$ cat config.mk
export PLATFORM = sky130hd
export DESIGN_NAME = nts_nonce_generator
export DESIGN_NICKNAME = d
export VERILOG_FILES = /design/src/rtl/nts_nonce_generator.sv
export SDC_FILE = /design/constraint.sdc
export NUM_CORES = 2
export LEC_CHECK = 0
export CORE_AREA = 2 2 371 373
export CTS_CLUSTER_SIZE = 20
export DETAILED_ROUTE_END_ITERATION = 10
export DIE_AREA = 0 0 373 375
export PLACE_DENSITY = 0.49
export SYNTH_ARGS = -nofsm -noshare
export SYNTH_HDL_FRONTEND = slang
export SYNTH_SLANG_ARGS = --single-unit
$ cat constraint.sdc
create_clock -name i_clk -period 18.8 [get_ports i_clk]
set_clock_uncertainty 0.1 [all_clocks]
set_input_delay 1.88 -clock i_clk [delete_from_list [all_inputs] [get_ports i_clk]]
set_output_delay 1.88 -clock i_clk [all_outputs]
set_load 0.1 [all_outputs]
$ cat src/rtl/nts_nonce_generator.sv
// Nonce generator for the NTS engine. A keyed 64-bit counter is run through an
// iterative add-rotate-xor mixer. Results go into a small FIFO so that most
// nonce requests are answered in the cycle after i_get. Configuration and
// status sit in an 8-word window on the dispatcher API bus.
module nts_nonce_generator #(
  parameter int                        API_ADDR_WIDTH  = 12,
  parameter int                        API_RW_WIDTH    = 32,
  parameter logic [API_ADDR_WIDTH-1:0] API_BASE        = 12'h300,
  parameter int                        FIFO_DEPTH_LOG2 = 2,
  parameter int                        ROUNDS          = 8
) (
  input  logic                      i_clk,
  input  logic                      i_areset,
  input  logic                      i_get,
  output logic                      o_ready,
  output logic [63:0]               o_data,
  input  logic                      i_api_cs,
  input  logic                      i_api_we,
  input  logic [API_ADDR_WIDTH-1:0] i_api_address,
  input  logic [API_RW_WIDTH-1:0]   i_api_write_data,
  output logic [API_RW_WIDTH-1:0]   o_api_read_data
);

  localparam int DEPTH = 1 << FIFO_DEPTH_LOG2;
  localparam int CNT_W = FIFO_DEPTH_LOG2 + 1;
  localparam int R_W   = $clog2(ROUNDS + 1);
  localparam logic [R_W-1:0]   LAST_ROUND = R_W'(ROUNDS - 1);
  localparam logic [CNT_W-1:0] FULL_CNT   = CNT_W'(DEPTH);

  localparam logic [2:0] OFF_CTRL   = 3'd0;
  localparam logic [2:0] OFF_STATUS = 3'd1;
  localparam logic [2:0] OFF_KEY_HI = 3'd2;
  localparam logic [2:0] OFF_KEY_LO = 3'd3;
  localparam logic [2:0] OFF_CTR_HI = 3'd4;
  localparam logic [2:0] OFF_CTR_LO = 3'd5;
  localparam logic [2:0] OFF_SERVED = 3'd6;

  typedef enum logic [1:0] {
    ST_IDLE = 2'd0,
    ST_MIX  = 2'd1,
    ST_PUSH = 2'd2
  } state_t;

  function automatic logic [63:0] rotl13(input logic [63:0] v);
    return {v[50:0], v[63:51]};
  endfunction

  state_t                    state_r, state_nx_s;
  logic                      enable_r, wrapped_r, pending_r, ready_r;
  logic [63:0]               key_r, ctr_r, x_r, data_r, mix_val_s, serve_data_s;
  logic [R_W-1:0]            round_r;
  logic [31:0]               served_r, rdata_s;
  logic [API_RW_WIDTH-1:0]   rdata_r;
  logic [63:0]               mem_r [DEPTH];
  logic [FIFO_DEPTH_LOG2-1:0] wr_ptr_r, rd_ptr_r;
  logic [CNT_W-1:0]          count_r;
  logic [API_ADDR_WIDTH-1:0] off_full_s;
  logic [2:0]                off_s;
  logic hit_s, wr_s, rd_s, flush_s;
  logic load_s, mix_s, push_s;
  logic fifo_full_s, fifo_empty_s, serve_s, pop_s, bypass_s, fifo_wr_s;

  // API address decode; the window is 8 words starting at API_BASE
  always_comb begin
    off_full_s = i_api_address - API_BASE;
    hit_s      = (off_full_s < API_ADDR_WIDTH'(4'd8));
    off_s      = off_full_s[2:0];
    wr_s       = i_api_cs & i_api_we & hit_s;
    rd_s       = i_api_cs & ~i_api_we & hit_s;
    flush_s    = wr_s & (off_s == OFF_CTRL) & i_api_write_data[1];
  end

  // FIFO level flags and the request-serving decision (push bypasses an empty FIFO)
  always_comb begin
    fifo_full_s  = (count_r == FULL_CNT);
    fifo_empty_s = (count_r == {CNT_W{1'b0}});
    serve_s      = (pending_r | i_get) & ~flush_s & (~fifo_empty_s | push_s);
    pop_s        = serve_s & ~fifo_empty_s;
    bypass_s     = serve_s & fifo_empty_s;
    fifo_wr_s    = push_s & ~bypass_s;
    serve_data_s = fifo_empty_s ? x_r : mem_r[rd_ptr_r];
  end

  // Generator FSM state register
  always_ff @(posedge i_clk or posedge i_areset) begin
    if (i_areset) begin
      state_r <= ST_IDLE;
    end else begin
      state_r <= state_nx_s;
    end
  end

  // Generator FSM next state; flush abandons any in-flight nonce
  always_comb begin
    state_nx_s = state_r;
    case (state_r)
      ST_IDLE: begin
        if (enable_r && !fifo_full_s) state_nx_s = ST_MIX;
        else                          state_nx_s = ST_IDLE;
      end
      ST_MIX: begin
        if (round_r == LAST_ROUND) state_nx_s = ST_PUSH;
        else                       state_nx_s = ST_MIX;
      end
      ST_PUSH: state_nx_s = ST_IDLE;
      default: state_nx_s = ST_IDLE;
    endcase
    if (flush_s) state_nx_s = ST_IDLE;
    else         state_nx_s = state_nx_s;
  end

  // Generator FSM outputs: load the mixer, run a round, or push the result
  always_comb begin
    load_s = 1'b0;
    mix_s  = 1'b0;
    push_s = 1'b0;
    if (!flush_s) begin
      case (state_r)
        ST_IDLE: load_s = enable_r & ~fifo_full_s;
        ST_MIX:  mix_s  = 1'b1;
        ST_PUSH: push_s = 1'b1;
        default: load_s = 1'b0;
      endcase
    end else begin
      load_s = 1'b0;
      mix_s  = 1'b0;
      push_s = 1'b0;
    end
  end

  // One mixer round: rotate-xor, then add key and zero-extended round index
  always_comb begin
    mix_val_s = (rotl13(x_r) ^ x_r) + key_r + {{(64-R_W){1'b0}}, round_r};
  end

  // Mixer state and round counter
  always_ff @(posedge i_clk or posedge i_areset) begin
    if (i_areset) begin
      x_r     <= 64'd0;
      round_r <= {R_W{1'b0}};
    end else if (load_s) begin
      x_r     <= ctr_r ^ key_r;
      round_r <= {R_W{1'b0}};
    end else if (mix_s) begin
      x_r     <= mix_val_s;
      round_r <= round_r + R_W'(1'b1);
    end
  end

  // Configuration registers, counter advance and the sticky wrap flag
  always_ff @(posedge i_clk or posedge i_areset) begin
    if (i_areset) begin
      enable_r  <= 1'b0;
      key_r     <= 64'd0;
      ctr_r     <= 64'd0;
      wrapped_r <= 1'b0;
    end else begin
      if (push_s) begin
        ctr_r <= ctr_r + 64'd1;
        if (ctr_r == {64{1'b1}}) wrapped_r <= 1'b1;
      end
      if (flush_s) wrapped_r <= 1'b0;
      if (wr_s) begin
        case (off_s)
          OFF_CTRL:   enable_r <= i_api_write_data[0];
          OFF_KEY_HI: if (!enable_r) key_r[63:32] <= i_api_write_data[31:0];
          OFF_KEY_LO: if (!enable_r) key_r[31:0]  <= i_api_write_data[31:0];
          OFF_CTR_HI: if (!enable_r) ctr_r[63:32] <= i_api_write_data[31:0];
          OFF_CTR_LO: if (!enable_r) ctr_r[31:0]  <= i_api_write_data[31:0];
          default:    enable_r <= enable_r;
        endcase
      end
    end
  end

  // Nonce FIFO storage and pointers; flush empties it
  always_ff @(posedge i_clk or posedge i_areset) begin
    if (i_areset) begin
      for (int i = 0; i < DEPTH; i++) mem_r[i] <= 64'd0;
      wr_ptr_r <= {FIFO_DEPTH_LOG2{1'b0}};
      rd_ptr_r <= {FIFO_DEPTH_LOG2{1'b0}};
      count_r  <= {CNT_W{1'b0}};
    end else if (flush_s) begin
      wr_ptr_r <= {FIFO_DEPTH_LOG2{1'b0}};
      rd_ptr_r <= {FIFO_DEPTH_LOG2{1'b0}};
      count_r  <= {CNT_W{1'b0}};
    end else begin
      if (fifo_wr_s) begin
        mem_r[wr_ptr_r] <= x_r;
        wr_ptr_r        <= wr_ptr_r + FIFO_DEPTH_LOG2'(1'b1);
      end
      if (pop_s) rd_ptr_r <= rd_ptr_r + FIFO_DEPTH_LOG2'(1'b1);
      count_r <= count_r + CNT_W'(fifo_wr_s) - CNT_W'(pop_s);
    end
  end

  // Consumer side: single outstanding request, registered ready/data, served count
  always_ff @(posedge i_clk or posedge i_areset) begin
    if (i_areset) begin
      pending_r <= 1'b0;
      ready_r   <= 1'b0;
      data_r    <= 64'd0;
      served_r  <= 32'd0;
    end else begin
      ready_r <= serve_s;
      if (serve_s) begin
        data_r    <= serve_data_s;
        served_r  <= served_r + 32'd1;
        pending_r <= 1'b0;
      end else if (i_get) begin
        pending_r <= 1'b1;
      end
    end
  end

  // Register read multiplexer
  always_comb begin
    case (off_s)
      OFF_CTRL:   rdata_s = {31'd0, enable_r};
      OFF_STATUS: rdata_s = {26'd0, wrapped_r, pending_r, 4'(count_r)};
      OFF_KEY_HI: rdata_s = key_r[63:32];
      OFF_KEY_LO: rdata_s = key_r[31:0];
      OFF_CTR_HI: rdata_s = ctr_r[63:32];
      OFF_CTR_LO: rdata_s = ctr_r[31:0];
      OFF_SERVED: rdata_s = served_r;
      default:    rdata_s = 32'd0;
    endcase
  end

  // Registered read data, zero whenever this block is not being read
  always_ff @(posedge i_clk or posedge i_areset) begin
    if (i_areset) begin
      rdata_r <= {API_RW_WIDTH{1'b0}};
    end else if (rd_s) begin
      rdata_r <= API_RW_WIDTH'(rdata_s);
    end else begin
      rdata_r <= {API_RW_WIDTH{1'b0}};
    end
  end

  assign o_ready         = ready_r;
  assign o_data          = data_r;
  assign o_api_read_data = rdata_r;

endmodule
==> impl_metrics.ini <==
[pwr]
internal-power_w = 0.00275
combPwrFrac = 0.339
power_w = 0.00474
peakVddDrop_mv = 0.0655
pwr-share-seq = 0.360
switching_share = 0.420
p_per_area_mw_per_mm2 = 121
p_sw_w = 0.00199
power_leakage_nw = 18.5
p_clk_frac = 0.301

[drt]
drtIter0Drc = 2215
antenna_left = 0
via_per_inst = 4.89
num_vias = 23700
first_pass_iters = 5
wl_per_cell_um = 23.3
drc = 0
wirelength_um = 113000

[sta]
drv_slew = 0
fin_crit_ns = 6.11
fin_ws_ns = 12.69
totalNegativeSetupSlack_ns = 0
fmax_mhz = 164
rsz0062_at_grt = false
hold_viol_final = 0
relSlewSlack = 0.279
worst_pin_slew_ns = 1.08
min_period_over_period = 0.325
setup_viol = 0

[placed_design]
postPlaceCellArea_mm2 = 0.0366
gp_congestion = 0.922
dp_hpwl_um = 82200
io_buffers = 145
post-place-ws_ns = 12.09

[critical_path]
worstSetupStartpointType = input pin
required_ns = 19.21
crit_chain = clkdlybuf4s50_1 > buf_4 > nor4b_1 > and3_1 > nor2_1 > o31a_1 > nand2_4 > buf_4 > mux2_2
crit_path_frequent_cell = buf_4
reg2reg_from = x_r[52]
critical_path.startpoint = i_api_address[2]
end_kind = flop
critPathMaxStageDelay_ns = 0.78
arrival_ns = 6.52
cp_max_fo = 45
path_class = in2reg
slowest_stage = buf_4

[clock_network]
cts_made_buffers = 69
hold_buffers = 0
clkTransAtPathRegs_ns = 0.06
htreeDepth = 3
numClockSinks = 593
clock_latency_ns = 0.64
cts_setup_buffers = 0
cts_root_buf = clkbuf_16
cts_tree = done
cts.path.max_buffers = 3
cts-resized-gates = 0

[grt]
antenna_found_initial = 3
grt-ovfl-total = 0
grt_max_degree = 138
grt_pass1_vias = 23800
grt_use_total = 0.159
grt_pass1_wl_um = 168000

[hold_path]
hp-class = reg2reg
min-delay-start = mem_r[31]

[die]
initial_core_util = 0.247
num_rows = 136
die-area_mm2 = 0.140
die_x_um = 373
die_h_um = 375
coreArea_mm2 = 0.136
num_io_pins = 146

[synth]
ys_ff_latch = 593
synth.area.top_cells = dfrtp_1 44%, mux2_4 8.6%, ha_1 4.8%, mux2_2 4.5%, mux4_2 4.3%
syn_area_per_cell_um2 = 11.3
synth_warnings = 0
synth_fp_nets = 3165
synth-seq-area-share = 0.440
syn_area_mm2 = 0.0337
synth_cell_type_count = 82
ys_top_cells_by_count = 593 x dfrtp_1, 240 x nor2_1, 215 x a21oi_1
async_reset_ff_frac = 1.00
synth-main-ff-cell = dfrtp_1
syn_inst = 2980
synth_top_area_frac = 0.440
yosysMostFrequentCell = dfrtp_1
synth_top_area_cell = dfrtp_1
synth_edf_count = 0

[final_layout]
area_growth_pct = 15.8
drive_gt1_frac = 0.190
finalInstanceArea_mm2 = 0.0390
nets = 3169

[status]
run_status = finished, final reports clean

[flow_run]
drv_cap = 0
[cell type report]
type	instances	area, µm²
Fill cell	14100	97300
Timing Repair Buffer	177	1690
Sequential cell	593	14800
Multi-Input combinational cell	2100	17600
Clock inverter	21	334
Inverter	43	169
Clock buffer	106	2090
Antenna cell	2	5.00
Tap cell	1794	2240
[kinds of logic after synthesis]
| group | after synthesis | share of synthesized area |
|---|---|---|
| simple gates | 628 | 0.0867 |
| compound gates | 568 | 0.106 |
| xor+xnor | 280 | 0.0728 |
| flops | 593 | 0.440 |
| buf+inv | 287 | 0.0394 |
| mux | 488 | 0.203 |
| fa+ha+maj | 136 | 0.0518 |
[path summary, 6_finish.rpt]
check,endpoint,slack (ns),depth (start not counted)
setup / recovery,mem_r[49],12.69,9
hold / removal,mem_r[31],0.37,2
hold reg to reg,mem_r[31],0.37,2
min in group asynchronous,o_data[22],1.75,2
setup reg to reg,x_r[63],13.81,15
max in group asynchronous,served_r[21],13.71,5
[worst max-delay path: cells and delay by family]
family / cells / cell delay, ns
simple gates: 4 / 2.28
buf+inv: 3 / 1.40
compound gates: 1 / 0.43
mux: 1 / 0.41
[sequential cells by signal (all words and copies together) (netlist names), 3 cells and up]
| signal | cells |
|---|---|
| mem_r | 256 |
| ctr_r | 64 |
| key_r | 64 |
| o_data | 64 |
| x_r | 64 |
| o_api_read_data | 32 |
| served_r | 32 |
| round_r | 4 |
| count_r | 3 |
[layout by cell type, fill, tap and decap left out, types with 12 or more instances in the layout]
cell type and count:
nor2b_1 13, nand2_1 173, mux2_4 192, o21bai_1 12, xor2_1 152, xnor2_1 128
a22oi_1 18, buf_4 31, mux2_1 23, o211ai_1 15, mux4_2 64, a31oi_1 19
nand4_1 37, o21ai_0 94, nor3_1 24, dfrtp_1 591, clkbuf_1 15, a21oi_1 215
mux2_2 135, o21ai_1 15, clkbuf_8 22, ha_1 130, mux2i_1 74, o22ai_1 16
nand3_1 44, inv_1 42, and3_1 29, a22o_1 28, a222oi_1 26, a21o_1 31
nor2_1 240, clkbuf_16 69, clkdlybuf4s50_1 143, a211oi_1 32
[per-layer routing]
metal	vias up	wire length, µm	track usage
li1	10700	-	-
met1	12200	54900	0.237
met2	658	49700	0.243
met3	104	6080	0.0237
met4	2	2130	0.0346
met5	-	13	0
[metrics by stage]
stage | util | hold WS, ns | cells
3_3_place_gp | 0.268 | 0.366 | 4707
5_1_grt | 0.286 | 0.404 | 4834
3_5_place_dp | 0.268 | 0.366 | 4707
2_1_floorplan | - | 0.342 | 2980
4_1_cts | 0.286 | 0.379 | 4834
6_report | 0.286 | 0.375 | 4836
[power by group through the flow]
| stage | sequential, W | combinational [W] | clock [W] |
|---|---|---|---|
| after floorplan | 0.00193 | 0.000896 | 0 |
| after global placement | 0.00173 | 0.00161 | 0 |
| after detailed placement | 0.00173 | 0.00161 | 0 |
| after CTS | 0.00171 | 0.00162 | 0.00146 |
| after global routing | 0.00173 | 0.00173 | 0.00151 |
| final | 0.00171 | 0.00160 | 0.00143 |
No activity file was read; power rests on OpenSTA's default activity.
